$ cat src/rtl/pipeline_ctrl.sv
// pipeline_ctrl: stall/flush controller for a 5-stage pipeline with load-use,
// branch redirect and multi-cycle multdiv handling (wait, timeout, drain).
module pipeline_ctrl #(
    parameter int MD_TIMEOUT = 40
) (
    input  logic        clock,
    input  logic        reset,
    input  logic [4:0]  dOpcode,
    input  logic [4:0]  dRs,
    input  logic [4:0]  dRt,
    input  logic        dUsesRt,
    input  logic [4:0]  xOpcode,
    input  logic [4:0]  xRd,
    input  logic        xTaken,
    input  logic        xMultDiv,
    input  logic        mdReady,
    output logic        pcEnable,
    output logic        fdEnable,
    output logic        dxEnable,
    output logic        xmEnable,
    output logic        fdFlush,
    output logic        dxFlush,
    output logic        mdStart,
    output logic        mdTimeout,
    output logic [1:0]  state,
    output logic [15:0] stallCycles
);
    localparam logic [1:0] RUN     = 2'b00;
    localparam logic [1:0] MD_WAIT = 2'b01;
    localparam logic [1:0] DRAIN   = 2'b10;
    localparam int CW = $clog2(MD_TIMEOUT + 1);
    localparam logic [CW-1:0] TIMEOUT_VAL = CW'(MD_TIMEOUT);

    logic [CW-1:0] waitCnt;
    logic [1:0] nextState;
    logic inWait, inDrain, inRun, loadUse, mdBegin, waitHold, mdAbort, redirect, bubble, freeze;
    logic unusedOpcode;

    assign unusedOpcode = ^dOpcode;

    always_comb begin
        inWait    = state == MD_WAIT;
        inDrain   = state == DRAIN;
        inRun     = !inWait && !inDrain;
        loadUse   = xOpcode == 5'b01000 && xRd != 5'd0 && (dRs == xRd || (dUsesRt && dRt == xRd));
        mdBegin   = inRun && xMultDiv;
        waitHold  = inWait && !mdReady && waitCnt != TIMEOUT_VAL;
        mdAbort   = inWait && !mdReady && waitCnt == TIMEOUT_VAL;
        // Redirect and load-use only act outside MD_WAIT and lose to a multdiv start.
        redirect  = !inWait && !mdBegin && xTaken;
        bubble    = !inWait && !mdBegin && !xTaken && loadUse;
        freeze    = mdBegin || waitHold;
        pcEnable  = reset && !freeze && !bubble;
        fdEnable  = reset && !freeze && !bubble;
        dxEnable  = reset && !freeze;
        xmEnable  = reset && !freeze;
        fdFlush   = !reset || redirect;
        dxFlush   = !reset || redirect || bubble || mdAbort;
        mdStart   = reset && mdBegin;
        nextState = inWait ? ((mdReady || mdAbort) ? DRAIN : MD_WAIT) : (mdBegin ? MD_WAIT : RUN);
    end

    always_ff @(posedge clock) begin
        if (!reset) begin
            state       <= RUN;
            waitCnt     <= '0;
            stallCycles <= 16'd0;
            mdTimeout   <= 1'b0;
        end else begin
            state     <= nextState;
            waitCnt   <= mdBegin ? '0 : (waitHold ? waitCnt + 1'b1 : waitCnt);
            mdTimeout <= mdTimeout || mdAbort;
            if (!pcEnable && stallCycles != 16'hFFFF)
                stallCycles <= stallCycles + 16'd1;
        end
    end
endmodule

$ cat config.mk
export PLATFORM = sky130hd
export DESIGN_NAME = pipeline_ctrl
export DESIGN_NICKNAME = d
export VERILOG_FILES = /design/src/rtl/pipeline_ctrl.sv
export SDC_FILE = /design/constraint.sdc
export NUM_CORES = 1
export LEC_CHECK = 0
export ABC_CLOCK_PERIOD_IN_PS = 4600
export CORE_MARGIN = 2
export CORE_UTILIZATION = 44
export CTS_CLUSTER_SIZE = 40
export DETAILED_ROUTE_END_ITERATION = 16
export PLACE_DENSITY = 0.79
export RECOVER_POWER = 25
export SYNTH_ARGS = -nofsm -noshare
export SYNTH_HDL_FRONTEND = slang
export SYNTH_SLANG_ARGS = --single-unit
$ cat constraint.sdc
create_clock -name clock -period 4.6 [get_ports clock]
set_clock_uncertainty 0.2 [all_clocks]
set_input_delay 1.38 -clock clock [delete_from_list [all_inputs] [get_ports clock]]
set_output_delay 1.38 -clock clock [all_outputs]
set_load 0.1 [all_outputs]
== Yosys cells after proc, flatten, opt, wreduce, memory -nomap -nowiden ==
Cells that the tools add are included.

* Logic and storage cells: 52
* Bits in registers: 25
* Bits of input ports: 31

* Add/subtract/negate cells: 2
* Reduce and logical (&&, ||, !) cells: 34
* Bitwise gates (word level): 1
* Equality and inequality tests: 8
* Muxes and demuxes: 3

{| class="wikitable"
|+ Operators by type and width
! cell !! count
|-
| $add 16x1->16 const B || 1
|-
| $logic_and 1x1->1 || 16
|-
| $ne 16x16->1 const B || 1
|-
| $eq 5x5->1 || 2
|-
| $logic_not 1->1 || 9
|-
| $logic_or 1x1->1 || 7
|-
| $add 6x1->6 const B || 1
|-
| $eq 6x6->1 const B || 1
|-
| $ne 6x6->1 const B || 1
|-
| $eq 5x4->1 const B || 1
|-
| $reduce_bool 5->1 || 1
|-
| $mux 2 || 2
|-
| $eq 2x1->1 const B || 1
|-
| $eq 2x2->1 const B || 1
|-
| $reduce_or 2->1 || 1
|-
| $mux 1 || 1
|-
| $not 1->1 || 1
|}

== Logic depth before layout (Yosys ltp) ==
* Depth after elaboration: 12
* Mapped depth: 9

== Worst setup path after synthesis ==
Ideal clock, no wire load.

* Path type: input to output
* From: input port xMultDiv
* To: output port dxFlush
* Buffers on the path: 0
* Arrival: 4.686 ns
* Path slack: -1.666 ns
* Stages on the path: 4
* Path through: nand2_1 > nand2b_1 > o21ai_0 > a221o_1

* Cells in the longest elaborated chain, start to end: 7
* Elaborated cells between the ends (all ways): 9

{| class="wikitable"
|+ RTL lines
! what !! line !! RTL
|-
| start: declaration || 15 || <nowiki>input logic xMultDiv,</nowiki>
|-
| $logic_and 1x1->1 || 46 || <nowiki>mdBegin = inRun && xMultDiv;</nowiki>
|-
| $logic_not 1->1 || 50 || <nowiki>redirect = !inWait && !mdBegin && xTaken;</nowiki>
|-
| $logic_and 1x1->1 (2 in a row) || 50 ||
|-
| $logic_or 1x1->1 || n/a ||
|-
| named net fdFlush || 21 || <nowiki>output logic fdFlush,</nowiki>
|-
| $logic_or 1x1->1 (2 in a row) || 58 || <nowiki>dxFlush = !reset || redirect || bubble || mdAbort;</nowiki>
|-
| end: declaration || 22 || <nowiki>output logic dxFlush,</nowiki>
|}

The timed path passes the listed nets, and every way through them passes these cells.

== Worst setup path in the final report ==
* From: input port mdReady
* To: output port fdEnable

* Cells in the longest elaborated chain, start to end: 7

{| class="wikitable"
|+ RTL lines
! what !! line !! RTL
|-
| start: declaration || 16 || <nowiki>input logic mdReady,</nowiki>
|-
| $logic_not 1->1 || 47 || <nowiki>waitHold = inWait && !mdReady && waitCnt != TIMEOUT_VAL;</nowiki>
|-
| $logic_and 1x1->1 (2 in a row) || 47 ||
|-
| $logic_or 1x1->1 || 52 || <nowiki>freeze = mdBegin || waitHold;</nowiki>
|-
| $logic_not 1->1 || 54 || <nowiki>fdEnable = reset && !freeze && !bubble;</nowiki>
|-
| $logic_and 1x1->1 (2 in a row) || 54 ||
|-
| end: declaration || 18 || <nowiki>output logic fdEnable,</nowiki>
|}

No other way between the ends.

==> metrics.csv <==
metric;value;unit
Final min period;4.52;ns
# DRC;0;
CTS tree;yes;
Initial Util;0.462;
post-CTS setup buffer count;0;
clk buf depth;2;
layout filler cell count;277;
post-synthesis cell area;0.00157;mm2
Die H;63.7;um
worst r2r src;waitCnt[0];
number of global-route vias before repair;1348;
Antenna diodes;0;
kind of critical path;in2out;
final worst path period share;0.984;
pwr/cell area;227;mW/mm2
HPWL Detailed;2.81;mm
worst reg-to-reg setup slack;1.63;ns
Hold EP;stallCycles[14];
Mapped Nets;211;
outcome;completed;
total power;0.509;mW
Core ar.;0.00339;mm2
asr flop ratio synth;0;
final cell count without fillers;279;
Syn Inst Count;176;
P_leak;0.790;nW
layout cells sized above 1;0.155;
Total Nets Final;269;
GRT Total Usage;0.184;
number of synthesized register bits;25;
Post-DRT Antenna Nets;0;
Ports;57;
commonest non-fill, non-tap cell in the layout;clkdlybuf4s50_1;
R2R Path End;stallCycles[12];
Crit path arrival time;2.94;ns
die width;63.7;um
largest net degree at the start of global routing;28;
most used flip-flop cell after synthesis;dfxtp_1;
Avg Cell Area, Syn;8.90;um2
die area;0.00405;mm2
Rel. slew slack;0.330;
area grow syn2layout;43.1;%
cell area after layout;0.00224;mm2
r2r worst-path depth;9;
Routed WL;3.61;mm
Cell variety after synth;50;
GRT overflow;0;
CP Capture Type;output port;
Initial DRC Count;102;
Max Freq;0.221;GHz
total CTS buffers;3;
Final Setup Violations;0;
most frequent cells in the layout;clkdlybuf4s50_1, dfxtp_1, nand2_1, nor2_1, xnor2_1;
via count;1455;
RSZ-0062 raised after global routing;no;
Peak VDD IR;0.138;mV
Placed Cells;275;
Yosys warnings;0;
initial antenna violation count;0;
EDFF count, synth;0;
endpoints failing hold;0;
final core utilization;0.661;
HP Start;stallCycles[14];
Worst Hold Class;reg2reg;
sequential area share after synthesis;0.319;
Clk Latency, worst-skew pair;0.34;ns
Clock Sinks;25;
Vias per Instance;5.22;
buffers added on ports;51;
CP max FO;4;
worst hold slack;0.315;ns
H-tree depth;1;
Hold Path Cell Cnt;2;
WL/cell;12.9;um
Max Cap Viol;0;
crit path launch type;input port;
Least-Margin Pin Slew;1.01;ns
Placed Area;0.00223;mm2
CTS Root Cell;clkbuf_4;
max-slew violation count;0;
drt pass-1 iters;4;
first-pass GRT wire length;6.01;mm
Routability Congestion;0.814;
# rows;21;
Worst-path clk slew;0.13;ns
Critical Path RT;3.02;ns
cts hold-fix bufs;0;
## kinds of logic (layout without fill, tap and decap cells)
kind of cell	Yosys count	in the layout	share of synthesized area
XOR/XNOR	15	15	0.0839
multiplexers	6	6	0.0383
AND/OR/NAND/NOR	79	79	0.323
AO/OA/AOI/OAI	31	31	0.145
adder cells (fa/ha/maj)	4	4	0.0320
buffers and inverters	16	73	0.0575
flip-flops	25	25	0.319
## per-layer routing
| layer | share of wire | up-vias | GRT usage |
|---|---|---|---|
| met5 | 0 | - | 0 |
| met4 | 0.011 | 0 | 0.0543 |
| met3 | 0.038 | 5 | 0.0304 |
| met2 | 0.49 | 33 | 0.326 |
| met1 | 0.46 | 667 | 0.228 |
| li1 | - | 750 | - |
## metrics by stage
stage | setup TNS (ns) | setup slack (ns)
global route | 0 | 0.00835
floorplan | 0 | 0.00777
CTS | 0 | 0.00142
global placement | -0.0669 | -0.0669
finish | 0 | 0.0758
detailed placement | -0.0958 | -0.0907
## critical path, stage by stage
cell and delay, ns:
dlygate4sd3_1 0.54, and2b_1 0.23, o31ai_1 0.10, and2b_4 0.21, a21boi_4 0.27, buf_12 0.21
## final cells by class
type                            count  area, um2  share of cell area
Clock inverter                      1       7.51             0.00335
Timing Repair Buffer               61        643               0.287
Multi-Input combinational cell    135        980               0.437
Inverter                            8       30.0              0.0134
Tap cell                           46       57.6              0.0257
Sequential cell                    25        500               0.223
Clock buffer                        3       22.5              0.0101
## cells in the mapped netlist, types with 2 or more instances
master,count,share of area
a21oi_1,12,0.038
buf_2,2,0.0064
buf_4,2,0.0096
buf_6,2,0.014
dfxtp_1,25,0.32
ha_1,4,0.032
inv_1,8,0.019
mux2i_1,6,0.038
nand2_1,14,0.034
nand2b_1,5,0.020
nand3_1,7,0.022
nand4_1,6,0.024
nor2_1,14,0.034
nor3_1,2,0.0064
nor4_2,3,0.024
o21ai_0,2,0.0064
o21ai_1,3,0.0096
o31ai_1,6,0.029
or3_1,4,0.016
or3b_1,2,0.011
or4_1,5,0.024
xnor2_1,13,0.073
xor2_1,2,0.011
## flip-flops by register name, summed over array words and instances (netlist names)
name / cells
waitCnt: 6
mdTimeout: 1
stallCycles: 16
state: 2
## worst max-delay path by stage
| stage | from | to | depth (start not counted) |
|---|---|---|---|
| floorplan | xMultDiv | dxFlush | 4 |
| global placement | xRd[1] | dxFlush | 6 |
| detailed placement | xRd[1] | dxFlush | 6 |
| CTS | xRd[1] | dxFlush | 6 |
| global route | xTaken | dxFlush | 6 |
| finish | mdReady | fdEnable | 6 |
## where the power goes
part	internal [mW]	leakage (nW)	switching, mW	total (mW)
clock network	0.0334	0.0139	0.0720	0.105
registers	0.221	0.202	0.00430	0.225
logic	0.0697	0.573	0.109	0.178
total	0.324	0.790	0.185	0.509
## repair_timing
| action | CTS | global route |
|---|---|---|
| endpoints found under the setup margin | 3 | 1 |
| pin swaps | 3 | 3 |
| gates resized for setup | 5 | 1 |
Power figures use the tool's default switching activity.
